$ cat src/rtl/core_input_buf_if.sv
// Core-side bus of the per-core input block buffer: write/commit from the address
// generator, read/release from the schedule engine, and committed slot status.
`ifndef BLK_OP_MSB
`define BLK_OP_MSB 2
`endif

interface core_input_buf_if #(
   parameter int WIDTH    = 64,
   parameter int BLK_OP_W = `BLK_OP_MSB + 1
);
   logic                     wr_en;
   logic [3:0]               wr_addr;
   logic [WIDTH-1:0]         din;
   logic [BLK_OP_W-1:0]      in_blk_op;
   logic                     in_ctx;
   logic                     in_seq;
   logic                     set_input_ready;
   logic                     rd_en;
   logic                     rd_seq;
   logic [3:0]               rd_addr;
   logic [WIDTH-1:0]         dout;
   logic                     dout_valid;
   // "release" is a reserved word, hence release_req
   logic                     release_req;
   logic                     release_seq;
   logic [1:0]               slot_ready;
   logic [1:0][BLK_OP_W-1:0] slot_blk_op;
   logic [1:0]               slot_ctx;
   logic                     err_overflow;
   logic                     err_short;

   modport master (
      output wr_en, wr_addr, din, in_blk_op, in_ctx, in_seq, set_input_ready,
             rd_en, rd_seq, rd_addr, release_req, release_seq,
      input  dout, dout_valid, slot_ready, slot_blk_op, slot_ctx,
             err_overflow, err_short
   );

   modport slave (
      input  wr_en, wr_addr, din, in_blk_op, in_ctx, in_seq, set_input_ready,
             rd_en, rd_seq, rd_addr, release_req, release_seq,
      output dout, dout_valid, slot_ready, slot_blk_op, slot_ctx,
             err_overflow, err_short
   );
endinterface

$ cat src/rtl/core_input_buf.sv
// Two-slot, 16-word message block buffer between the write-address generator
// and the SHA-512 schedule engine; slots cycle EMPTY -> FILLING -> READY -> EMPTY.
`ifndef BLK_OP_MSB
`define BLK_OP_MSB 2
`endif

module core_input_buf #(
   parameter int WIDTH    = 64,
   parameter int BLK_OP_W = `BLK_OP_MSB + 1
) (
   input logic               CLK,
   input logic               reset,
   core_input_buf_if.slave   bus
);
   logic [WIDTH-1:0] mem [32];
   logic [1:0][15:0] mask;
   logic             wr_ok;
   logic [15:0]      mask_now;

   // Commit's completeness test must see a word written in the same cycle
   always_comb begin
      wr_ok    = bus.wr_en && !bus.slot_ready[bus.in_seq];
      mask_now = mask[bus.in_seq];
      if (wr_ok)
         mask_now = mask_now | (16'd1 << bus.wr_addr);
   end

   always_ff @(posedge CLK) begin
      if (wr_ok)
         mem[{bus.in_seq, bus.wr_addr}] <= bus.din;
   end

   always_ff @(posedge CLK) begin
      if (bus.rd_en)
         bus.dout <= mem[{bus.rd_seq, bus.rd_addr}];
   end

   always_ff @(posedge CLK) begin
      if (reset) begin
         bus.dout_valid   <= 1'b0;
         bus.slot_ready   <= '0;
         bus.slot_blk_op  <= '0;
         bus.slot_ctx     <= '0;
         bus.err_overflow <= 1'b0;
         bus.err_short    <= 1'b0;
         mask             <= '0;
      end else begin
         bus.dout_valid <= bus.rd_en;

         if (bus.release_req)
            bus.slot_ready[bus.release_seq] <= 1'b0;

         if (bus.wr_en) begin
            if (bus.slot_ready[bus.in_seq])
               bus.err_overflow <= 1'b1;
            else
               mask[bus.in_seq] <= mask_now;
         end

         // Commit decisions use pre-release slot_ready, so a same-cycle release
         // never lets a write or commit land in the freed slot
         if (bus.set_input_ready) begin
            if (bus.slot_ready[bus.in_seq]) begin
               bus.err_overflow <= 1'b1;
            end else begin
               mask[bus.in_seq] <= '0;
               if (mask_now == 16'hFFFF) begin
                  bus.slot_ready[bus.in_seq]  <= 1'b1;
                  bus.slot_blk_op[bus.in_seq] <= bus.in_blk_op;
                  bus.slot_ctx[bus.in_seq]    <= bus.in_ctx;
               end else begin
                  bus.err_short <= 1'b1;
               end
            end
         end
      end
   end
endmodule

$ cat src/flat_wrapper.sv
// flat-port wrapper written by rule: the top's interface ports become plain ports
module core_input_buf_flat 
#(
   parameter int WIDTH    = 64,
   parameter int BLK_OP_W = `BLK_OP_MSB + 1
)
  (CLK, reset, bus_wr_en, bus_wr_addr, bus_din, bus_in_blk_op, bus_in_ctx, bus_in_seq, bus_set_input_ready, bus_rd_en, bus_rd_seq, bus_rd_addr, bus_release_req, bus_release_seq, bus_dout, bus_dout_valid, bus_slot_ready, bus_slot_blk_op, bus_slot_ctx, bus_err_overflow, bus_err_short);
  core_input_buf_if #(.WIDTH(WIDTH), .BLK_OP_W(BLK_OP_W)) bus_i ();
  input logic CLK;
  input logic reset;
  input wire logic [$bits(bus_i.wr_en)-1:0] bus_wr_en;
  input wire logic [$bits(bus_i.wr_addr)-1:0] bus_wr_addr;
  input wire logic [$bits(bus_i.din)-1:0] bus_din;
  input wire logic [$bits(bus_i.in_blk_op)-1:0] bus_in_blk_op;
  input wire logic [$bits(bus_i.in_ctx)-1:0] bus_in_ctx;
  input wire logic [$bits(bus_i.in_seq)-1:0] bus_in_seq;
  input wire logic [$bits(bus_i.set_input_ready)-1:0] bus_set_input_ready;
  input wire logic [$bits(bus_i.rd_en)-1:0] bus_rd_en;
  input wire logic [$bits(bus_i.rd_seq)-1:0] bus_rd_seq;
  input wire logic [$bits(bus_i.rd_addr)-1:0] bus_rd_addr;
  input wire logic [$bits(bus_i.release_req)-1:0] bus_release_req;
  input wire logic [$bits(bus_i.release_seq)-1:0] bus_release_seq;
  output wire logic [$bits(bus_i.dout)-1:0] bus_dout;
  output wire logic [$bits(bus_i.dout_valid)-1:0] bus_dout_valid;
  output wire logic [$bits(bus_i.slot_ready)-1:0] bus_slot_ready;
  output wire logic [$bits(bus_i.slot_blk_op)-1:0] bus_slot_blk_op;
  output wire logic [$bits(bus_i.slot_ctx)-1:0] bus_slot_ctx;
  output wire logic [$bits(bus_i.err_overflow)-1:0] bus_err_overflow;
  output wire logic [$bits(bus_i.err_short)-1:0] bus_err_short;
  assign bus_i.wr_en = bus_wr_en;
  assign bus_i.wr_addr = bus_wr_addr;
  assign bus_i.din = bus_din;
  assign bus_i.in_blk_op = bus_in_blk_op;
  assign bus_i.in_ctx = bus_in_ctx;
  assign bus_i.in_seq = bus_in_seq;
  assign bus_i.set_input_ready = bus_set_input_ready;
  assign bus_i.rd_en = bus_rd_en;
  assign bus_i.rd_seq = bus_rd_seq;
  assign bus_i.rd_addr = bus_rd_addr;
  assign bus_i.release_req = bus_release_req;
  assign bus_i.release_seq = bus_release_seq;
  assign bus_dout = bus_i.dout;
  assign bus_dout_valid = bus_i.dout_valid;
  assign bus_slot_ready = bus_i.slot_ready;
  assign bus_slot_blk_op = bus_i.slot_blk_op;
  assign bus_slot_ctx = bus_i.slot_ctx;
  assign bus_err_overflow = bus_i.err_overflow;
  assign bus_err_short = bus_i.err_short;
  core_input_buf #(.WIDTH(WIDTH), .BLK_OP_W(BLK_OP_W)) u_core (.CLK(CLK), .reset(reset), .bus(bus_i));
endmodule
$ cat config.mk
export PLATFORM = sky130hd
export DESIGN_NAME = core_input_buf_flat
export DESIGN_NICKNAME = d
export VERILOG_FILES = /design/src/rtl/core_input_buf_if.sv /design/src/rtl/core_input_buf.sv /design/src/flat_wrapper.sv
export SDC_FILE = /design/constraint.sdc
export NUM_CORES = 2
export LEC_CHECK = 0
export ABC_CLOCK_PERIOD_IN_PS = 14400
export CAP_MARGIN = 10
export CORE_UTILIZATION = 44
export CTS_CLUSTER_SIZE = 25
export DETAILED_ROUTE_END_ITERATION = 16
export MAX_ROUTING_LAYER = met4
export SLEW_MARGIN = 20
export SYNTH_ARGS = -nofsm -noshare
export SYNTH_HDL_FRONTEND = slang
export SYNTH_SLANG_ARGS = --single-unit
$ cat constraint.sdc
create_clock -name CLK -period 14.4 [get_ports CLK]
set_input_delay 2.16 -clock CLK [delete_from_list [all_inputs] [get_ports CLK]]
set_output_delay 2.16 -clock CLK [all_outputs]
set_load 0.01 [all_outputs]
# Word level (Yosys, flattened, before mapping)
# Memories as Yosys holds them, arrays and structs flattened. A register that Yosys moved wholly into a read port is not among the register bits.
# Index checks and enable logic that the tools add are counted.
# Widths: inputs -> output; s select.
# word_totals
register_bits,45
mem_bits_rw,2048
output_inout_bits,77
mem_count,1
# op_classes
magnitude_cmp,4
n_eq_ne,1
shifts,1
n_mux,32
n_bitwise,8
reduce_logical,6
# mem_list
name,depth,word_bits,rd,rd_ports_with_merged_regs,wr,line,rtl
u_core.mem,32,64,1,1,1,core_input_buf.sv:15,logic [WIDTH-1:0] mem [32];
# ops
op,count
$mux 32,5
$mux 16,4
$and 32x32->32,1
$bwmux 32,1
$not 32->32,1
$demux 16 s1,1
$eq 16x16->1 const B,1
$or 16x16->16,1
$shl 1x4->16 const A,1
$mux 1,10
$mux 2,5
$bwmux 6,1
$reduce_and 3->1,2
$lt 1x2->1 const B,2
$demux 3 s1,1
$logic_and 1x1->1,3
$mux 3,1
$and 2x2->2,1
$bwmux 2,1
$demux 1 s1,2
$ge 1x1->1 const B,2
$not 1->1,2
$not 2->2,1
$or 2x2->2,1
$logic_not 1->1,1

# Longest topological paths before layout
# logic_depth
ltp_word,12
ltp_mapped,9

# Worst setup path before layout
# OpenSTA, ideal clock, no wires.
# synth_timing
path_kind,input-to-reg
start,in bus_in_seq
end,"mem u_core.mem[4][0], enable pin"
setup_ps,565
arrival_ps,7573
required_time_ps,13835
slack_ps,6262
cell_stages,5
n_path_buf,2
cell_sequence,buf_2 mux2_4 or2_2 clkbuf_1 nor3_1
# synth_between
elab_chain_len,6
# synth_rtl
item,line,rtl
from (decl),flat_wrapper.sv:16,input wire logic [$bits(bus_i.in_seq)-1:0] bus_in_seq;
$mux 1 (not written as such) (2 in a row),core_input_buf.sv:22,wr_ok = bus.wr_en && !bus.slot_ready[bus.in_seq];
$logic_not 1->1,core_input_buf.sv:22,
$logic_and 1x1->1,core_input_buf.sv:22,
$mux 1,core_input_buf.sv:29,if (wr_ok)
$mux 1 (not written as such),core_input_buf.sv:30,"mem[{bus.in_seq, bus.wr_addr}] <= bus.din;"
to (decl),core_input_buf.sv:15,
# Several ways; a longest one is shown, not always the timed one. The select of a mux whose other input is x is not followed.

==> metrics.txt <==
clk root buf=clkbuf_16; Max Cap Viol=0; post-route clock period utilization=between 30% and 40%; PortBufs=161; Num CTS Buffers=214; number of synthesized register bits=2157; fin nets=3639; VDD IR-drop max=0.0948 mV; clock slew at reported path FFs=about 0.060 ns; CTS tree=built; Async SR Flop Fraction=0%; Vias=around 37000; status=finished, final reports clean; Worst Tran Pin Value=1.09 ns; RSZ-0062 raised after global routing=no; DRC=0; Synth Flop Type=edfxtp_1; startpoint types=input port; post-route minimum period=5.41 ns; sequential fraction of design power=between 50% and 60%; core box area=about 180000 µm²; syn nets=3346; Post-CTS Setup Inserts=0; Post-Synthesis Cells=between 3000 and 4000; worst hold path class=reg2reg; Via density=5.93; initial drt markers=4186; io pins=between 150 and 200; number of setup violations in the final report=0; Die Wd=between 400 and 500 µm; DRT Pass-1 Iters=9; static leakage=between 20 and 30 nW; final clock skew=0.0375 ns; total track usage=between 20% and 30%; clock network fraction of total power=about two fifths; Final Hold Fails=0; fraction of layout cells with a size suffix above 1=30.8%; max-slew violations=0; GPL Wtd Cong=approximately 0.74; Fmax=roughly 180 MHz; synth warn=0; Max FO, Critical Path=61; Setup Slack @ Placement=8.05 ns; Seq/Total Area, Yosys=approximately four fifths; P_sw=approximately 0.0027 W; combinational group share of total power=between 4 and 5%; num rows=between 150 and 200; sw frac=between 20 and 25%; Starting Density=roughly 44%; PD cells=between 100 and 150 nW/µm²; Critical Path End Type=flip-flop; Layout area overhead=14.3%; Avg WL per Cell=between 30 and 40 µm; WS Path Type=in2reg; Data required, critical path=14.98 ns; number of routed nets with antenna violations=0; Power Internal=between 0.01 and 0.015 W; clock tree buffer depth=3; DIE HEIGHT=about 430 µm; Max H-tree Level=4; DRT Wirelength=between 150 and 200 mm; global-route wire length before repair=~280 mm; Clock Latency Late Sink=a little over 0.8 ns; gr ovfl total=0; hold_buf cts=0; clock sink total=about 2200; post-CTS resize count=0; max_slew headroom=between 20% and 30%; initial antenna violation count=12; Post-Syn Area=just over 80000 µm²; Synth cell types=42; largest net degree at the start of global routing=a little under 100; CP arrival=5.99 ns; die area=around 190000 µm²; number of global-route vias before repair=about 38000; Total Neg Setup Slack=0 ns; EDFF count, synth=roughly 2100; DPL Wire Length=92.7 mm; Mapped Avg Cell Area=25.0 µm²; worst setup margin=around 9 ns
==> metal layers <==
layer	routed length (µm)	GRT usage [%]
met3	12400	3.28
met4	3460	4.78
met1	84400	30.7
met5	0	-
met2	98500	34.8
==> area by class of cell <==
class | count | area, µm²
diodes | 8 | 20.0
clock buffers | 270 | 5670
clock inverters | 129 | 1130
fillers | 14200 | 90400
inverters | 4 | 15.0
multi-input cells | 924 | 16700
flip-flops and latches | 2157 | 64300
well taps | 2464 | 3080
repair buffers | 253 | 2360
==> flip-flops by register name (all words and copies together) (netlist names) <==
signal	flops
u_core.mem	2048
u_core.bus.dout	64
u_core.mask	32
u_core.bus.slot_blk_op	6
u_core.bus.slot_ctx	2
u_core.bus.slot_ready	2
u_core.bus.dout_valid	1
u_core.bus.err_overflow	1
u_core.bus.err_short	1
==> cells in the mapped netlist (5+ instances only) <==
cell type | number | area [µm²]
nand4_1 | 12 | 75.1
buf_4 | 16 | 120
a22oi_1 | 25 | 188
mux4_2 | 640 | 14400
a21oi_1 | 14 | 70.1
dfxtp_1 | 45 | 901
buf_2 | 44 | 220
nand2_1 | 13 | 48.8
nand3_1 | 5 | 25.0
nor3_1 | 22 | 110
clkbuf_1 | 98 | 368
buf_1 | 12 | 45.0
nor2_1 | 48 | 180
buf_6 | 5 | 56.3
mux2_2 | 66 | 743
o21ai_0 | 20 | 100
edfxtp_1 | 2112 | 63400
mux2i_1 | 14 | 140
==> cells in the final DEF, fill, tap and decap left out, drive strengths merged, types with 12 or more instances in the layout <==
master         Yosys  routed
a21oi             14      14
a22oi             25      25
buf               77     103
bufinv             0      17
clkbuf            99     270
clkdlybuf4s50      0     150
clkinv             0      96
dfxtp             45      45
edfxtp          2112    2112
mux2              67      67
mux2i             14      14
mux4             640     640
nand2             13      13
nand4             12      12
nor2              48      48
nor3              22      22
o21ai             20      20
==> cells by family after synthesis <==
group           share of synthesized area (%)
compound gates                          0.639
buf+inv                                  1.02
flops                                    78.8
mux                                      18.8
simple gates                            0.800
==> path summary, 6_finish.rpt <==
check             slack (ns)                     start                   to  depth (start not counted)
hold reg to reg         0.45            u_core.mask[7]       u_core.mask[7]                          2
setup / recovery        8.99            bus_rd_addr[0]  u_core.bus.dout[58]                          6
setup reg to reg       10.68  u_core.bus.slot_ready[1]   u_core.mem[31][46]                          5
hold / removal          0.45            u_core.mask[7]       u_core.mask[7]                          2
==> worst max-delay path, stage by stage <==
cell	delay [ns]
buf_8	0.52
buf_4	0.85
buf_4	0.87
mux4_2	0.61
mux4_2	0.52
mux2_2	0.29
==> power groups by stage <==
stage	sequential [W]	clock, W	combinational [W]
2_1_floorplan	0.00715	0	0.000356
5_1_grt	0.00703	0.00575	0.000660
4_1_cts	0.00703	0.00551	0.000630
3_5_place_dp	0.00716	0	0.000629
3_3_place_gp	0.00716	0	0.000621
6_report	0.00702	0.00541	0.000618
==> through the flow <==
step	instances	total power, W	hold WS, ns	util (%)	instance area [µm²]
CTS	6201	0.0132	0.456	50.8	93300
detailed placement	5802	0.00779	0.443	47.1	86500
finish	6209	0.0131	0.453	50.8	93300
global route	6206	0.0134	0.477	50.8	93300
global placement	5801	0.00778	0.438	47.1	86500
floorplan	3261	0.00751	0.433	-	81600
No activity file was read; power rests on OpenSTA's default activity.
